$ cat config.mk
export PLATFORM = sky130hd
export DESIGN_NAME = demux_1x2_4
export DESIGN_NICKNAME = d
export VERILOG_FILES = /design/src/rtl/demux_pkg.sv /design/src/rtl/demux_slot.sv /design/src/rtl/demux_1x2_4.sv
export SDC_FILE = /design/constraint.sdc
export NUM_CORES = 1
export LEC_CHECK = 0
export ABC_CLOCK_PERIOD_IN_PS = 2100
export BUFFER_PORTS_ARGS = -buffer_cell sky130_fd_sc_hd__buf_2
export CORE_AREA = 2 2 39 41
export DETAILED_ROUTE_END_ITERATION = 8
export DIE_AREA = 0 0 41 43
export MAX_ROUTING_LAYER = met4
export PLACE_DENSITY = 0.79
export SKIP_CTS_REPAIR_TIMING = 1
export SYNTH_ARGS = -nofsm -noshare
export SYNTH_HDL_FRONTEND = slang
export SYNTH_HIERARCHICAL = 1
export SYNTH_SLANG_ARGS = --single-unit
$ cat constraint.sdc
create_clock -name clk -period 2.1 [get_ports clk]
set_clock_uncertainty 0.2 [all_clocks]
set_input_delay 0 -clock clk [delete_from_list [all_inputs] [get_ports clk]]
set_output_delay 0 -clock clk [all_outputs]
set_load 0.01 [all_outputs]
$ cat src/rtl/demux_pkg.sv
// demux_pkg: shared types and default sizes for the 1-to-2 demultiplexer.
package demux_pkg;

  // Occupancy of a one-entry output slot.
  typedef enum logic [0:0] {
    SLOT_EMPTY = 1'b0,
    SLOT_FULL  = 1'b1
  } slot_state_e;

  localparam int DEF_WIDTH = 4;
  localparam int DEF_CNT_W = 8;

endpackage

$ cat src/rtl/demux_slot.sv
// demux_slot: one-entry output buffer with valid/ready handshake.
// A push and a pop at the same edge keep the slot full with the new word.
module demux_slot
  import demux_pkg::*;
#(
  parameter int WIDTH = DEF_WIDTH
) (
  input  logic             clk,
  input  logic             rst,
  input  logic             push,
  input  logic [WIDTH-1:0] din,
  input  logic             out_ready,
  output logic [WIDTH-1:0] out_data,
  output logic             out_valid,
  output logic             accept
);

  slot_state_e      state_r;
  slot_state_e      state_s;
  logic [WIDTH-1:0] data_r;
  logic [WIDTH-1:0] data_s;
  logic             pop_s;

  assign pop_s     = (state_r == SLOT_FULL) & out_ready;
  // Room exists if the slot is empty or its word leaves this cycle.
  assign accept    = (state_r == SLOT_EMPTY) | out_ready;
  assign out_valid = (state_r == SLOT_FULL);
  assign out_data  = data_r;

  // Next-state and next-data selection: push wins over pop.
  always_comb begin
    state_s = state_r;
    data_s  = data_r;
    if (push) begin
      state_s = SLOT_FULL;
      data_s  = din;
    end else if (pop_s) begin
      state_s = SLOT_EMPTY;
    end else begin
      state_s = state_r;
      data_s  = data_r;
    end
  end

  // Slot state and data registers; reset clears both.
  always_ff @(posedge clk) begin
    if (rst) begin
      state_r <= SLOT_EMPTY;
      data_r  <= {WIDTH{1'b0}};
    end else begin
      state_r <= state_s;
      data_r  <= data_s;
    end
  end

endmodule

$ cat src/rtl/demux_1x2_4.sv
// demux_1x2_4: routes a valid/ready word stream to one of two buffered ports.
// Optional per-port transfer counters are built when DEMUX_COUNT_EN is defined;
// otherwise cnt0/cnt1 are tied to zero.
module demux_1x2_4
  import demux_pkg::*;
#(
  parameter int WIDTH = DEF_WIDTH,
  parameter int CNT_W = DEF_CNT_W
) (
  input  logic             clk,
  input  logic             rst,
  input  logic [WIDTH-1:0] in_data,
  input  logic             sel,
  input  logic             in_valid,
  output logic             in_ready,
  output logic [WIDTH-1:0] out0_data,
  output logic [WIDTH-1:0] out1_data,
  output logic             out0_valid,
  output logic             out1_valid,
  input  logic             out0_ready,
  input  logic             out1_ready,
  output logic [CNT_W-1:0] cnt0,
  output logic [CNT_W-1:0] cnt1
);

  logic accept0_s;
  logic accept1_s;
  logic push0_s;
  logic push1_s;

  // in_ready depends only on sel and the selected port's slot.
  assign in_ready = sel ? accept1_s : accept0_s;
  assign push0_s  = in_valid & in_ready & ~sel;
  assign push1_s  = in_valid & in_ready & sel;

  demux_slot #(.WIDTH(WIDTH)) u_slot0 (
    .clk       (clk),
    .rst       (rst),
    .push      (push0_s),
    .din       (in_data),
    .out_ready (out0_ready),
    .out_data  (out0_data),
    .out_valid (out0_valid),
    .accept    (accept0_s)
  );

  demux_slot #(.WIDTH(WIDTH)) u_slot1 (
    .clk       (clk),
    .rst       (rst),
    .push      (push1_s),
    .din       (in_data),
    .out_ready (out1_ready),
    .out_data  (out1_data),
    .out_valid (out1_valid),
    .accept    (accept1_s)
  );

`ifdef DEMUX_COUNT_EN
  logic [CNT_W-1:0] cnt0_r;
  logic [CNT_W-1:0] cnt1_r;

  // Accepted-word counters per port, wrapping modulo 2^CNT_W.
  always_ff @(posedge clk) begin
    if (rst) begin
      cnt0_r <= {CNT_W{1'b0}};
      cnt1_r <= {CNT_W{1'b0}};
    end else begin
      if (push0_s) begin
        cnt0_r <= cnt0_r + CNT_W'(1'b1);
      end else begin
        cnt0_r <= cnt0_r;
      end
      if (push1_s) begin
        cnt1_r <= cnt1_r + CNT_W'(1'b1);
      end else begin
        cnt1_r <= cnt1_r;
      end
    end
  end

  assign cnt0 = cnt0_r;
  assign cnt1 = cnt1_r;
`else
  assign cnt0 = {CNT_W{1'b0}};
  assign cnt1 = {CNT_W{1'b0}};
`endif

endmodule

# After elaboration in Yosys (flattened, before gate mapping)
# Cells that the tools add are included.
[totals]
input_bits = 10
wordCells = 21
reg_bits = 10
out_inout_bits = 27
[op_classes]
mux = 5
n_reduce_logical = 2
bitwise_logic = 10
[op_table]
columns = ["operator", "n"]
rows = [
  ["bitwise AND 1 bit", 5],
  ["two-way mux 1 bit", 5],
  ["nonzero test 2 bit", 2],
  ["NOT 1 bit", 3],
  ["OR 1 bit", 2],
]

# Longest topological paths before layout
[depth]
ltp_word = 6
mapped_depth = 5
mapped_depth_nobuf = 4

# Cells and area by module
# Netlist, hierarchy kept.
[by_module_without_submodules]
columns = ["module", "seq_area_each_um2", "area_each_um2", "instances", "cells_each"]
rows = [
  ["demux_slot", 100.1, 181.4, 2, 17],
  ["demux_1x2_4", 0.0, 156.4, 1, 20],
]

# Worst setup path before layout
# No wires, ideal clock.
[synth_path]
kind = "register to register"
from = "reg u_slot0.state_r (netlist: u_slot0/out_valid)"
to = "reg u_slot0.data_r[0] (netlist: u_slot0/out_data[0])"
path_buffers = 1
path_stages_with_launch = 6
required_ns = 1.786
t_arrival_ns = 0.948
path_slack_ns = 0.837
setup_time_ns = 0.114
period_less_slack_ns = 1.263
path_cell_list = "dfxtp_1 nand2b_1 and3b_2 buf_6 mux2i_1 nor2_1"
[synth_via]
elab_chain_cells = 5
[synth_lines]
columns = ["item", "line", "text"]
rows = [
  ["from (decl)", "demux_slot.sv:18", "slot_state_e state_r;"],
  ["from (signal assigned)", "demux_slot.sv:51", "state_r <= state_s;"],
  ["NOT 1 bit", "demux_slot.sv:26", "assign accept = (state_r == SLOT_EMPTY) | out_ready;"],
  ["OR 1 bit", "demux_slot.sv:26", ""],
  ["net accept0_s", "demux_1x2_4.sv:26", "logic accept0_s;"],
  ["two-way mux 1 bit", "demux_1x2_4.sv:32", "assign in_ready = sel ? accept1_s : accept0_s;"],
  ["bitwise AND 1 bit (2 in a row)", "demux_1x2_4.sv:33", "assign push0_s = in_valid & in_ready & ~sel;"],
  ["net push0_s", "demux_1x2_4.sv:28", "logic push0_s;"],
  ["to (signal assigned)", "demux_slot.sv:49", "data_r <= {WIDTH{1'b0}};"],
  ["to (signal assigned)", "demux_slot.sv:52", "data_r <= data_s;"],
  ["to (decl)", "demux_slot.sv:20", "logic [WIDTH-1:0] data_r;"],
]
# The timed path passes the listed nets, and every way through them passes these cells.
# A chain may end at the register's enable or synchronous reset.

# Final worst setup path
[layout_path]
from = "in out0_ready"
to = "reg u_slot0.data_r[3] (netlist: u_slot0/out_data[3])"
[layout_via]
elab_chain_cells = 4
[layout_lines]
columns = ["item", "line", "text"]
rows = [
  ["from (decl)", "demux_1x2_4.sv:20", "input logic out0_ready,"],
  ["OR 1 bit", "demux_slot.sv:26", ""],
  ["net accept0_s", "demux_1x2_4.sv:26", ""],
  ["two-way mux 1 bit", "demux_1x2_4.sv:32", ""],
  ["bitwise AND 1 bit (2 in a row)", "demux_1x2_4.sv:33", ""],
  ["net push0_s", "demux_1x2_4.sv:28", ""],
]
# The timed path passes the listed nets, and every way through them passes these cells.

==> flow_metrics.env <==
export IMPL_setup_tns_ns=0
export IMPL_die_h_um=43
export IMPL_crit_buf_inv=3
export IMPL_antenna_cells=0
export IMPL_synth_warnings=6
export IMPL_yosysUniqueCellTypes=12
export IMPL_cts_buffer_depth=2
export IMPL_r2r_cells=5
export IMPL_grt_usage=0.109
export IMPL_yosys_area_top_type="dfxtp_1"
export IMPL_dp_hpwl_um=632
export IMPL_arrival_ns=1.85
export IMPL_worst_slack_ns=0.197
export IMPL_status="complete, no violations"
export IMPL_place_congestion=0.642
export IMPL_vias_per_cell=4.00
export IMPL_maxSlewViolCount=0
export IMPL_rsz0062_at_grt="no"
export IMPL_finalHoldViolations=0
export IMPL_clock_latency_ns=0.26
export IMPL_grt_pass1_vias=338
export IMPL_hold_start="in_valid"
export IMPL_timing_rr_end="u_slot1/out_data[1]"
export IMPL_antenna_found_initial=0
export IMPL_area_growth_pct=30.1
export IMPL_ant_nets=0
export IMPL_ir_worst_vdd_v=0.000353
export IMPL_yosys_top_cells_area="dfxtp_1 39%, buf_4 23%, mux2i_1 15%"
export IMPL_crit_chain="dlygate4sd3_1 > buf_2 > nand2b_1 > and3b_2 > mux2i_1 > nor2_1 > dlygate4sd3_1"
export IMPL_synth_cells=54
export IMPL_clock_sinks=10
export IMPL_cts_root_buf="clkbuf_4"
export IMPL_worst_setup_path_end_kind="register"
export IMPL_dr_pass1_iters=4
export IMPL_cts_tree="built"
export IMPL_layout_drive_gt1_share=0.310
export IMPL_max_freq_mhz=525
export IMPL_syn_area_um2=519
export IMPL_grt_pass1_wl_um=1290
export IMPL_clk_pin_slew_ns=0.06
export IMPL_critical_path_slowest_cell="dlygate4sd3_1"
export IMPL_crit_fanout=5
export IMPL_reg2reg_slack_ns=0.28
export IMPL_final_min_clock_period_ns=1.90
export IMPL_drc=0
export IMPL_ys_seq_area_frac=0.386
export IMPL_dieArea_mm2=0.00176
export IMPL_final_net_count=96
export IMPL_initialDrtViolationCount=6
export IMPL_numCtsBuffers=3
export IMPL_start_kind="input pin"
export IMPL_core_area_mm2=0.00138
export IMPL_hold_path_class="in -> reg"
export IMPL_fin_util=0.488
export IMPL_avgSynthCellArea_um2=9.62
export IMPL_power_total_uw=410
export IMPL_dp_slack_ns=0.838
export IMPL_cp_required_ns=2.05
export IMPL_io_pins=37
export IMPL_yosysTopAreaCellShare=0.386
export IMPL_wirelength_um=934
export IMPL_finalCritPeriodShare=0.906
export IMPL_critical_path_class="in -> reg"
export IMPL_max_stage_delay_ns=0.55
export IMPL_hold_end="u_slot0/out_valid"
export IMPL_rows=14
export IMPL_gr_total_overflow=0
export IMPL_whs_path_depth=4
export IMPL_wl_per_cell_um=9.34
export IMPL_grt_max_degree=11
export IMPL_maxCapViolCount=0
export IMPL_crit_top_cell="dlygate4sd3_1"
export IMPL_initial_utilization=0.375
export IMPL_power_density_mw_per_mm2=608
export IMPL_timing_rr_start="u_slot1/out_valid"
export IMPL_power_static_leakage_nw=0.358
export IMPL_vias=400
export IMPL_cts_htree_levels=1
export IMPL_synth_seq_cells=10
export IMPL_setup_viol=0
export IMPL_io_buffers=20
export IMPL_worst_path_dominant_cell_family="buffers and inverters"
export IMPL_die_x_um=41
[kinds of logic (layout without fill, tap and decap cells)]
| kind of cell | Yosys count | after routing | synth area share |
|---|---|---|---|
| simple gates | 12 | 12 | 0.116 |
| mux | 9 | 9 | 0.183 |
| flops | 10 | 10 | 0.386 |
| other cells | 1 | 16 | 0.00722 |
| compound gates | 2 | 2 | 0.0193 |
| buf+inv | 20 | 35 | 0.289 |
[worst reg2reg max path, delay by kind of cell (launching register included)]
kind,cells,cell delay (ns)
simple gates,3,0.43
mux,1,0.20
buf+inv,1,0.57
flops,1,0.30
[metal layers]
metal	vias to the layer above	global-route usage	wire length [µm]
met4	0	0.0200	0
met5	-	-	0
met2	29	0.169	430
met1	173	0.120	380
li1	198	-	-
met3	0	0.0628	122
[synthesized netlist by cell type, drive strengths merged]
master	n
a21oi	2
and3	1
and3b	1
buf	18
conb	1
dfxtp	10
inv	2
mux2	1
mux2i	8
nand2b	2
nor2	8
[stage by stage]
stage	std cells	hold slack (ns)	area [µm²]
floorplan	69	-0.131	576
global placement	87	0.0559	553
detailed placement	87	0.0599	553
CTS	90	-0.213	576
global route	100	0.0639	676
finish	100	0.0496	676
[area by class of cell]
cell class                      count  area (µm²)
Clock buffer                        3        22.5
Fill cell                         145         708
Inverter                            2        7.51
Multi-Input combinational cell     39         225
Sequential cell                    10         200
Tap cell                           16        20.0
Timing Repair Buffer               30         200
[registers in the layout, summed over array words and instances, names as in the netlist]
signal / count
u_slot0/out_data: 4
u_slot0/out_valid: 1
u_slot1/out_data: 4
u_slot1/out_valid: 1
[report_power, final]
| part | leakage (nW) | switching [mW] | internal, mW |
|---|---|---|---|
| sequential | 0.0819 | 0.00445 | 0.199 |
| combinational | 0.262 | 0.0414 | 0.0379 |
| clock | 0.0138 | 0.0612 | 0.0660 |
[worst max path at each step]
stage	startpoint	endpoint	slack [ns]	cells past startpoint
6_report	out0_ready	u_slot0/out_data[3]	0.20	7
5_1_grt	out1_ready	u_slot1/out_data[1]	0.11	7
4_1_cts	u_slot0/out_valid	in_ready	0.80	3
3_5_place_dp	u_slot0/out_valid	u_slot0/out_data[2]	0.84	4
3_3_place_gp	u_slot0/out_valid	u_slot0/out_data[2]	0.86	4
2_1_floorplan	u_slot0/out_valid	u_slot0/out_data[0]	0.84	5
[placed cells by master, fill, tap and decap left out]
cell type	n
a21oi_1	2
and3_2	1
and3b_2	1
buf_2	20
clkbuf_4	3
conb_1	16
dfxtp_1	10
dlygate4sd3_1	10
inv_1	2
mux2_4	1
mux2i_1	8
nand2b_1	2
nor2_1	8
Note: power is estimated with default switching activity, not from simulation.
